File: src/rtl/enable_ctrl_defs.vh
// Shared constants for enable_ctrl: FSM state encodings and default debounce length.
`ifndef ENABLE_CTRL_DEFS_VH
`define ENABLE_CTRL_DEFS_VH

localparam logic [1:0] ST_RELEASED    = 2'd0;
localparam logic [1:0] ST_PRESS_CHK   = 2'd1;
localparam logic [1:0] ST_PRESSED     = 2'd2;
localparam logic [1:0] ST_RELEASE_CHK = 2'd3;

localparam int EC_DB_CYCLES_DEFAULT = 4;

`endif

File: src/rtl/enable_ctrl_pkg.sv
// Package wrapping the shared enable_ctrl definitions plus a counter sizing helper.
package enable_ctrl_pkg;

  `include "enable_ctrl_defs.vh"

  // A 1-cycle debounce still needs a 1-bit counter to keep the logic uniform.
  function automatic int cnt_width(input int n);
    return (n > 1) ? $clog2(n) : 1;
  endfunction

endpackage

File: src/rtl/sync_2ff.sv
// Two-flop synchronizer for a single asynchronous level; reusable across blocks.
module sync_2ff (
  input  logic clk,
  input  logic r,
  input  logic d,
  output logic q
);

  logic meta_q;

  always_ff @(posedge clk) begin
    if (r) begin
      meta_q <= 1'b0;
      q      <= 1'b0;
    end else begin
      meta_q <= d;
      q      <= meta_q;
    end
  end

endmodule

File: src/rtl/enable_ctrl.sv
// Debounced push-button front end producing a registered count-enable (toggle or
// follow mode), a press strobe and the debounced level.
module enable_ctrl
  import enable_ctrl_pkg::*;
#(
  parameter int DB_CYCLES = EC_DB_CYCLES_DEFAULT
) (
  input  logic clk,
  input  logic r,
  input  logic btn,
  input  logic mode,
  output logic EC,
  output logic ec_pulse,
  output logic btn_db
);

  localparam int              CNT_W    = cnt_width(DB_CYCLES);
  localparam logic [CNT_W-1:0] CNT_LAST = CNT_W'(DB_CYCLES - 1);

  logic             btn_s;
  logic [1:0]       state_q, state_d;
  logic [CNT_W-1:0] cnt_q, cnt_d;
  logic             ec_q, ec_d;
  logic             pulse_q, pulse_d;
  logic             db_q, db_d;

  sync_2ff u_sync (
    .clk (clk),
    .r   (r),
    .d   (btn),
    .q   (btn_s)
  );

  always_comb begin
    state_d = state_q;
    cnt_d   = cnt_q;
    case (state_q)
      ST_RELEASED: begin
        if (btn_s) begin
          state_d = ST_PRESS_CHK;
          cnt_d   = '0;
        end
      end
      ST_PRESS_CHK: begin
        if (!btn_s)                state_d = ST_RELEASED;
        else if (cnt_q == CNT_LAST) state_d = ST_PRESSED;
        else                       cnt_d   = cnt_q + 1'b1;
      end
      ST_PRESSED: begin
        if (!btn_s) begin
          state_d = ST_RELEASE_CHK;
          cnt_d   = '0;
        end
      end
      ST_RELEASE_CHK: begin
        if (btn_s)                 state_d = ST_PRESSED;
        else if (cnt_q == CNT_LAST) state_d = ST_RELEASED;
        else                       cnt_d   = cnt_q + 1'b1;
      end
      default: begin
        state_d = ST_RELEASED;
        cnt_d   = '0;
      end
    endcase
  end

  // Outputs are computed from the next state so they register on the same edge
  // as the accepting transition.
  assign pulse_d = (state_q == ST_PRESS_CHK) && (state_d == ST_PRESSED);
  assign db_d    = (state_d == ST_PRESSED) || (state_d == ST_RELEASE_CHK);
  assign ec_d    = mode ? db_d : (ec_q ^ pulse_d);

  always_ff @(posedge clk) begin
    if (r) begin
      state_q <= ST_RELEASED;
      cnt_q   <= '0;
      ec_q    <= 1'b0;
      pulse_q <= 1'b0;
      db_q    <= 1'b0;
    end else begin
      state_q <= state_d;
      cnt_q   <= cnt_d;
      ec_q    <= ec_d;
      pulse_q <= pulse_d;
      db_q    <= db_d;
    end
  end

  assign EC       = ec_q;
  assign ec_pulse = pulse_q;
  assign btn_db   = db_q;

endmodule

File: config.mk
export PLATFORM = sky130hd
export DESIGN_NAME = enable_ctrl
export DESIGN_NICKNAME = d
export VERILOG_FILES = /design/src/rtl/enable_ctrl_pkg.sv /design/src/rtl/sync_2ff.sv /design/src/rtl/enable_ctrl.sv
export VERILOG_INCLUDE_DIRS = /design/src /design/src/rtl
export SDC_FILE = /design/constraint.sdc
export NUM_CORES = 1
export LEC_CHECK = 0
export CAP_MARGIN = 30
export CORE_AREA = 4 4 41 43
export CTS_BUF_LIST = sky130_fd_sc_hd__clkbuf_2
export CTS_CLUSTER_DIAMETER = 40
export DETAILED_ROUTE_END_ITERATION = 6
export DIE_AREA = 0 0 45 47
export DONT_BUFFER_PORTS = 1
export RECOVER_POWER = 100
export SYNTH_ARGS = -nofsm -noshare
export SYNTH_HDL_FRONTEND = slang
export SYNTH_SLANG_ARGS = --single-unit
File: constraint.sdc
create_clock -name clk -period 1.51 [get_ports clk]
set_input_delay 0.2265 -clock clk [delete_from_list [all_inputs] [get_ports clk]]
set_output_delay 0.2265 -clock clk [all_outputs]
set_load 0.03 [all_outputs]
[Word-level counts from Yosys, hierarchy flattened]
Cells that the tools add are included.
Word-level totals
  output and inout bits: 3
  bits in registers: 9
  word-level logic and storage cells: 37
Operators by class
  reductions and logical operators: 4
  add/subtract/negate cells: 1
  multiplexer cells: 14
  equality and inequality tests: 10
  bitwise gates (word level): 1
Operators with widths (count)
  $mux W2: 11
  $pmux W2 S4: 2
  $eq A2 B2 Y1 const B: 5
  $ne A2 B1 Y1 const B: 2
  $ne A2 B2 Y1 const B: 2
  $reduce_and A4 Y1: 1
  $add A2 B1 Y2 const B: 1
  $eq A2 B1 Y1 const B: 1
  $logic_not A2 Y1: 1
  $logic_and A1 B1 Y1: 1
  $logic_or A1 B1 Y1: 1
  $mux W1: 1
  $xor A1 B1 Y1: 1

[Logic depth before layout (Yosys ltp)]
Gate-level depths: netlist of the first run.
  depth in word-level cells: 8
  gate-level depth with buffers: 4

[Cells and area by module]
A second synthesis of the first run with hierarchy kept.
Second synthesis, totals
  cell total of the unflattened synthesis: 33
  area, all modules: 337.8 um2
Modules (own cells, without submodules)
  enable_ctrl: sequential area each 140.1 um2, area each 285.3 um2, cells each 29, times used 1
  sync_2ff: sequential area each 40.0 um2, area each 52.6 um2, cells each 4, times used 1

[Worst setup path before layout of the first run]
OpenSTA, ideal clock, no wires.
  path type: register -> register
  start: register cnt_q[0]
  end: register cnt_q[0]
  stages on the path, launching flop included: 4
  period minus slack after synthesis: 1.203 ns
  required time: 1.440 ns
  data arrival time: 1.133 ns
  setup time: 0.070 ns
  path slack: 0.307 ns
  path buffers: 0
  cell sequence: dfxtp_1 > ha_1 > or4b_1 > a21oi_1
Between the ends
  cells in the longest elaborated chain, start to end: 4
  elaborated cells on any way between the ends: 6
  classes of those cells: 1 x add/sub; 1 x eq/ne; 4 x mux
Ends and longest elaborated chain
  start: declaration: line enable_ctrl.sv:22  | logic [CNT_W-1:0] cnt_q, cnt_d;
  start signal: assignment: line enable_ctrl.sv:82  | cnt_q <= cnt_d;
  $add A2 B1 Y2 / $eq A2 B2 Y1 (equally long branches)
  $mux W2 *: line enable_ctrl.sv:46, enable_ctrl.sv:57
  $mux W2 (on tied branches): line enable_ctrl.sv:56, enable_ctrl.sv:45
  $pmux W2 S4 *: line enable_ctrl.sv:37  | case (state_q)
Mark *: on every way between the ends. The rest lies on a longest branch, timed or not. The select of a mux whose other input is x is not followed.
A chain may end at the register's enable or synchronous reset.

[Worst setup path after layout of the first run]
Ends and elaborated chain as after synthesis.

==> results of run 1 <==
## placed cells by master (no fill, tap or decap)
cell type	count
or4b_1	1
nor2_1	1
and2_0	1
nor3_1	2
a21boi_0	1
a31oi_1	1
nand3_1	1
o21ai_0	3
xnor2_1	1
clkbuf_2	4
or2b_1	1
and2_1	1
a21oi_1	4
o21bai_1	1
dfxtp_1	9
nand4bb_1	1
nand3b_1	1
clkbuf_1	1
ha_1	1
nor2b_1	2
## cell type report
type,count,area [µm²],share of cell area
Clock buffer,4,20.0,0.0526
Multi-Input combinational cell,24,158,0.414
Sequential cell,9,180,0.474
Tap cell,15,18.8,0.0493
Timing Repair Buffer,1,3.75,0.00987
## cells in the mapped netlist (all sizes together)
master	n
dfxtp	9
a21oi	4
o21ai	3
and2	2
nor2b	2
nor3	2
a21boi	1
a31oi	1
clkbuf	1
ha	1
nand3	1
nand3b	1
nand4bb	1
nor2	1
o21bai	1
or2b	1
or4b	1
xnor2	1
## power breakdown
part	switching, W	total [W]	internal [W]
logic	0.00000217	0.00000613	0.00000396
clock network	0.0000876	0.000158	0.0000704
registers	0.00000188	0.000242	0.000241
## path summary, 6_finish.rpt
| path | from | to | slack [ps] | cells past startpoint |
|---|---|---|---|---|
| worst min register to register | u_sync.meta_q$_SDFF_PP0_ | u_sync.q$_SDFF_PP0_ | 450 | 1 |
| worst max-delay path | cnt_q[0]$_SDFFE_PP0P_ | cnt_q[0]$_SDFFE_PP0P_ | 240 | 3 |
| worst min-delay path | r | cnt_q[0]$_SDFFE_PP0P_ | 30 | 1 |
| worst max register to register | cnt_q[0]$_SDFFE_PP0P_ | cnt_q[0]$_SDFFE_PP0P_ | 240 | 3 |
## through the flow
step / std cells / total power, W / setup slack [ps] / hold WS (ps) / utilization
floorplan: 34 / 0.000256 / 307 / 355 / -
detailed placement: 49 / 0.000254 / 250 / 299 / 0.280
global placement: 49 / 0.000254 / 266 / 298 / 0.280
finish: 53 / 0.000407 / 238 / 27.7 / 0.292
CTS: 53 / 0.000413 / 224 / 17.8 / 0.295
global route: 53 / 0.000423 / 171 / 8.28 / 0.292
## layer usage
metal / vias to the layer above / wire, µm
met2: 8 / 280
met4: 0 / 8
met5: - / 0
li1: 129 / -
met3: 2 / 41
met1: 116 / 263
## cell families (layout without fill, tap and decap cells)
group / count (synthesis) / count (layout) / share of synthesized area
AOI/OAI and AO/OA: 10 / 10 / 0.165
and+or+nand+nor: 12 / 12 / 0.234
DFF: 9 / 9 / 0.527
xor gates and xnor gates: 1 / 1 / 0.0256
adders and majority gates: 1 / 1 / 0.0366
buffers and inverters: 1 / 5 / 0.0110
## state kept, by name (all words and copies together) (netlist names)
| register | count |
|---|---|
| u_sync.q | 1 |
| btn_db | 1 |
| state_q | 2 |
| ec_pulse | 1 |
| EC | 1 |
| u_sync.meta_q | 1 |
| cnt_q | 2 |
==> impl_metrics.tcl, run 1 <==
set metrics [dict create \
    status "complete, no violations" \
    cts_hold_buffers 0 \
    fin_crit_sh 0.842 \
    antenna_found_initial 0 \
    synth_top_cell_by_area "dfxtp_1" \
    ys_ff_latch 9 \
    ys_types 18 \
    design_area_um2 380 \
    dpl_cell_area_um2 364 \
    worstSetupStartpointType "register" \
    busiest_layer "met2" \
    cts.clk_slew.worst_paths_ps 90 \
    track_usage 0.0659 \
    overflow 0 \
    clock_skew_ps 0.731 \
    post_cts_buffers 0 \
    clockBufferDepth 2 \
    hp-class "input port to register" \
    fill_cells 151 \
    syn_area_um2 342 \
    grtUsageMet2 0.0960 \
    ant_nets 0 \
    wl_per_cell_um 11.2 \
    synth_top_area_frac 0.527 \
    critical_path_required_ps 1700 \
    min_period_ps 1270 \
    rows 13 \
    cp_top_family "simple AND/OR/NAND/NOR gates" \
    synth.avg_cell_area_um2 10.0 \
    powerDensity_mw_per_mm2 1070 \
    max_slew_margin 0.764 \
    nets 44 \
    path_cells "ha_1 > or4b_1 > a21oi_1" \
    drc_errors 0 \
    root_buffer "clkbuf_2" \
    use_met1 0.0691 \
    core-area_mm2 0.00130 \
    drt_first_iter_violations 2 \
    grt_util_met3 0.0383 \
    vias 255 \
    htree_num_levels 1 \
    clk_latency_ps 250 \
    via_per_inst 4.81 \
    drive_gt1_frac 0.105 \
    cp_slowest_stage_delay_ps 500 \
    cp.arrival_ps 1460 \
    postSynthCellCount 34 \
    wirelength_um 594 \
    worst-path-buf-inv 0 \
    p_leak_nw 0.131 \
    grt_pass1_wl_um 931 \
    initial_core_util 0.263 \
    die_w_um 45 \
    maxCapViolCount 0 \
    worst_slew_pin_slew_ps 351 \
    syn_to_final_growth_pct 11.4 \
    synth_top_cells_by_area "dfxtp_1 (53%), a21oi_1 (5.9%), o21ai_0 (4.4%), and2_1 (3.7%), ha_1 (3.7%)" \
    setup_viol 0 \
    cts_tree "yes" \
    synth_warnings 0 \
    vdd_drop_max_uv 299 \
    port-buffer-count 0 \
    rsz0062_at_grt "no" \
    fp.dieArea_mm2 0.00212 \
    numClockSinks 9 \
    drtPass1Iterations 4 \
    cts_resized 0 \
    crit_slowest_cell "or4b_1" \
    io_pins 7 \
    endpoint_kind "register" \
    fp.dieH_um 47 \
    numCtsBuffers 3 \
    ys_seq_area_frac 0.527 \
    crit_type "register to register" \
    antenna-diode-count 0 \
    synth.net_count 39 \
    path_max_fanout 5 \
    grt_pass1_vias 230 \
    setup_tns_ps 0 \
    max_freq_mhz 786 \
    gp_congestion 0.634 \
    hold_viol_final 0 \
    maxSlewViolCount 0 \
    grt_max_degree 10 \
]
Power figures use the tool's default switching activity.
==> run 2: changes to the inputs <==
==> constraint.sdc (replaced) <==
create_clock -name clk -period 1.2 [get_ports clk]
set_input_delay 0.18 -clock clk [delete_from_list [all_inputs] [get_ports clk]]
set_output_delay 0.18 -clock clk [all_outputs]
set_load 0.03 [all_outputs]
==> impl_metrics.tcl, run 2 (synthesized netlist as in run 1, its figures left out) <==
set metrics [dict create \
    worstSetupStartpointType "register" \
    setup_tns_ps -2.43 \
    timing.rr.start "cnt_q[0]$_SDFFE_PP0P_" \
    final_cell_mix "dfxtp_1 (7), clkbuf_2 (5), o21ai_0 (3), a21oi_1 (3), buf_4 (3)" \
    crit_slowest_cell "or4b_1" \
    gp_congestion 0.699 \
    crit_path_end "cnt_q[0]$_SDFFE_PP0P_" \
    cts_tree "yes" \
    numCtsBuffers 3 \
    path_cells "ha_4 > or4b_1 > a21oi_1" \
    via_per_inst 4.92 \
    rsz0062_at_grt "yes" \
    cp_slowest_stage_delay_ps 490 \
    path_depth 3 \
    fin_crit_sh 1.00 \
    min-delay-start "r" \
    port-buffer-count 0 \
    stdcell_count 59 \
    post-place-cells 52 \
    vdd_drop_max_uv 586 \
    setup_slack_ps -2.43 \
    rows 13 \
    nets 50 \
    grt_pass1_vias 279 \
    drt_first_iter_violations 3 \
    wl_per_cell_um 10.1 \
    numClockSinks 9 \
    fp.dieH_um 47 \
    grtUsageMet2 0.107 \
    syn_to_final_growth_pct 30.8 \
    maxCapViolCount 0 \
    max_freq_mhz 832 \
    crit_type "register to register" \
    ff_latch_area_um2 183 \
    drc_errors 0 \
    clockBufferDepth 2 \
    wirelength_um 598 \
    root_buffer "clkbuf_2" \
    ant_nets 0 \
    critical_path_required_ps 1380 \
    cts.clk_slew.worst_paths_ps 90 \
    vias 290 \
    ff2ff_path_depth 3 \
    worst-path-buf-inv 0 \
    clk_latency_ps 240 \
    largestRegisters "cnt_q: 2 flops, state_q: 2 flops" \
    busiest_layer "met2" \
    max_slew_margin 0.805 \
    cp.arrival_ps 1380 \
    maxSlewViolCount 0 \
    min_period_ps 1200 \
    multi_input_area_um2 174 \
    dp_slack_ps -22.4 \
    status "complete, but fails checks" \
    drtPass1Iterations 4 \
    violations "negative hold slack, negative setup slack" \
    worst_slew_pin_slew_ps 292 \
    antenna_found_initial 0 \
    grt_max_degree 10 \
    grt_util_met3 0.0421 \
    track_usage 0.0674 \
    core-area_mm2 0.00130 \
    powerDensity_mw_per_mm2 1140 \
    die_w_um 45 \
    path_max_fanout 5 \
    hpwlAfterDp_um 424 \
    ff2ff_setup_slack_ps -2 \
    use_met1 0.0690 \
    drive_gt1_frac 0.273 \
    fp.dieArea_mm2 0.00212 \
    fill_cells 139 \
    worstReg2RegEnd "cnt_q[0]$_SDFFE_PP0P_" \
    endpoint_kind "register" \
    utilization 0.343 \
    htree_num_levels 1 \
    antenna-diode-count 0 \
    clock_skew_ps 8.74 \
    io_pins 7 \
    layout_commonest_cell "dfxtp_1" \
    critPathLaunch "cnt_q[0]$_SDFFE_PP0P_" \
    cp_top_family "simple AND/OR/NAND/NOR gates" \
    hp-class "input port to register" \
    p_leak_nw 0.162 \
    overflow 0 \
    setup_viol 1 \
    initial_core_util 0.263 \
    hold_viol_final 5 \
    finalPower_w 0.000509 \
    hold_ws_ps -17.0 \
    grt_pass1_wl_um 1000 \
]
==> run 2: layout make-up <==
type / count / area share
sequential: 9 / 0.409
multi-input combinational: 24 / 0.389
timing repair buffer: 7 / 0.115
clock buffer: 4 / 0.0448
tap: 15 / 0.0420
==> run 2: per-layer routing <==
layer / wire length (µm) / vias to the layer above / part of all wire
met5: 0 / - / 0
met1: 271 / 134 / 0.45
met3: 52 / 2 / 0.087
met2: 263 / 10 / 0.44
li1: - / 144 / -
met4: 10 / 0 / 0.017
==> run 2: power by group <==
part	internal, W	total (W)	switching, W
Clock	0.0000886	0.000189	0.000101
Combinational	0.0000106	0.0000143	0.00000376
Sequential	0.000303	0.000305	0.00000273
Total	0.000402	0.000509	0.000107
==> run 2: per-stage QoR <==
stage / hold slack [ps] / cell area (µm²)
after floorplan: 308 / 344
after global placement: 250 / 389
after detailed placement: 253 / 389
after CTS: -23.0 / 439
after global routing: -28.2 / 447
final: -17.0 / 447
==> run 2: what timing repair did <==
action / 4_1_cts / 5_1_grt
endpoints found under the setup margin: 1 / 2
gates resized for setup: 3 / 1
endpoints found under the hold margin: 7 / 7
hold buffers: 1 / 1
pin swaps: 1 / 0
setup buffers: 1 / 0
==> run 2: worst register-to-register path: stages (launching register included) <==
cell and delay (ps):
dfxtp_2 350, ha_4 160, or4b_1 490, a21oi_1 130
==> run 2: worst min-delay path by stage <==
stage,endpoint,slack (ps),cells past startpoint
final,cnt_q[1]$_SDFFE_PP0P_,-20,1
after global routing,cnt_q[0]$_SDFFE_PP0P_,-30,1
after CTS,cnt_q[1]$_SDFFE_PP0P_,-20,1
after detailed placement,state_q[1]$_SDFF_PP0_,250,1
after global placement,cnt_q[0]$_SDFFE_PP0P_,250,1
after floorplan,u_sync.meta_q$_SDFF_PP0_,310,1
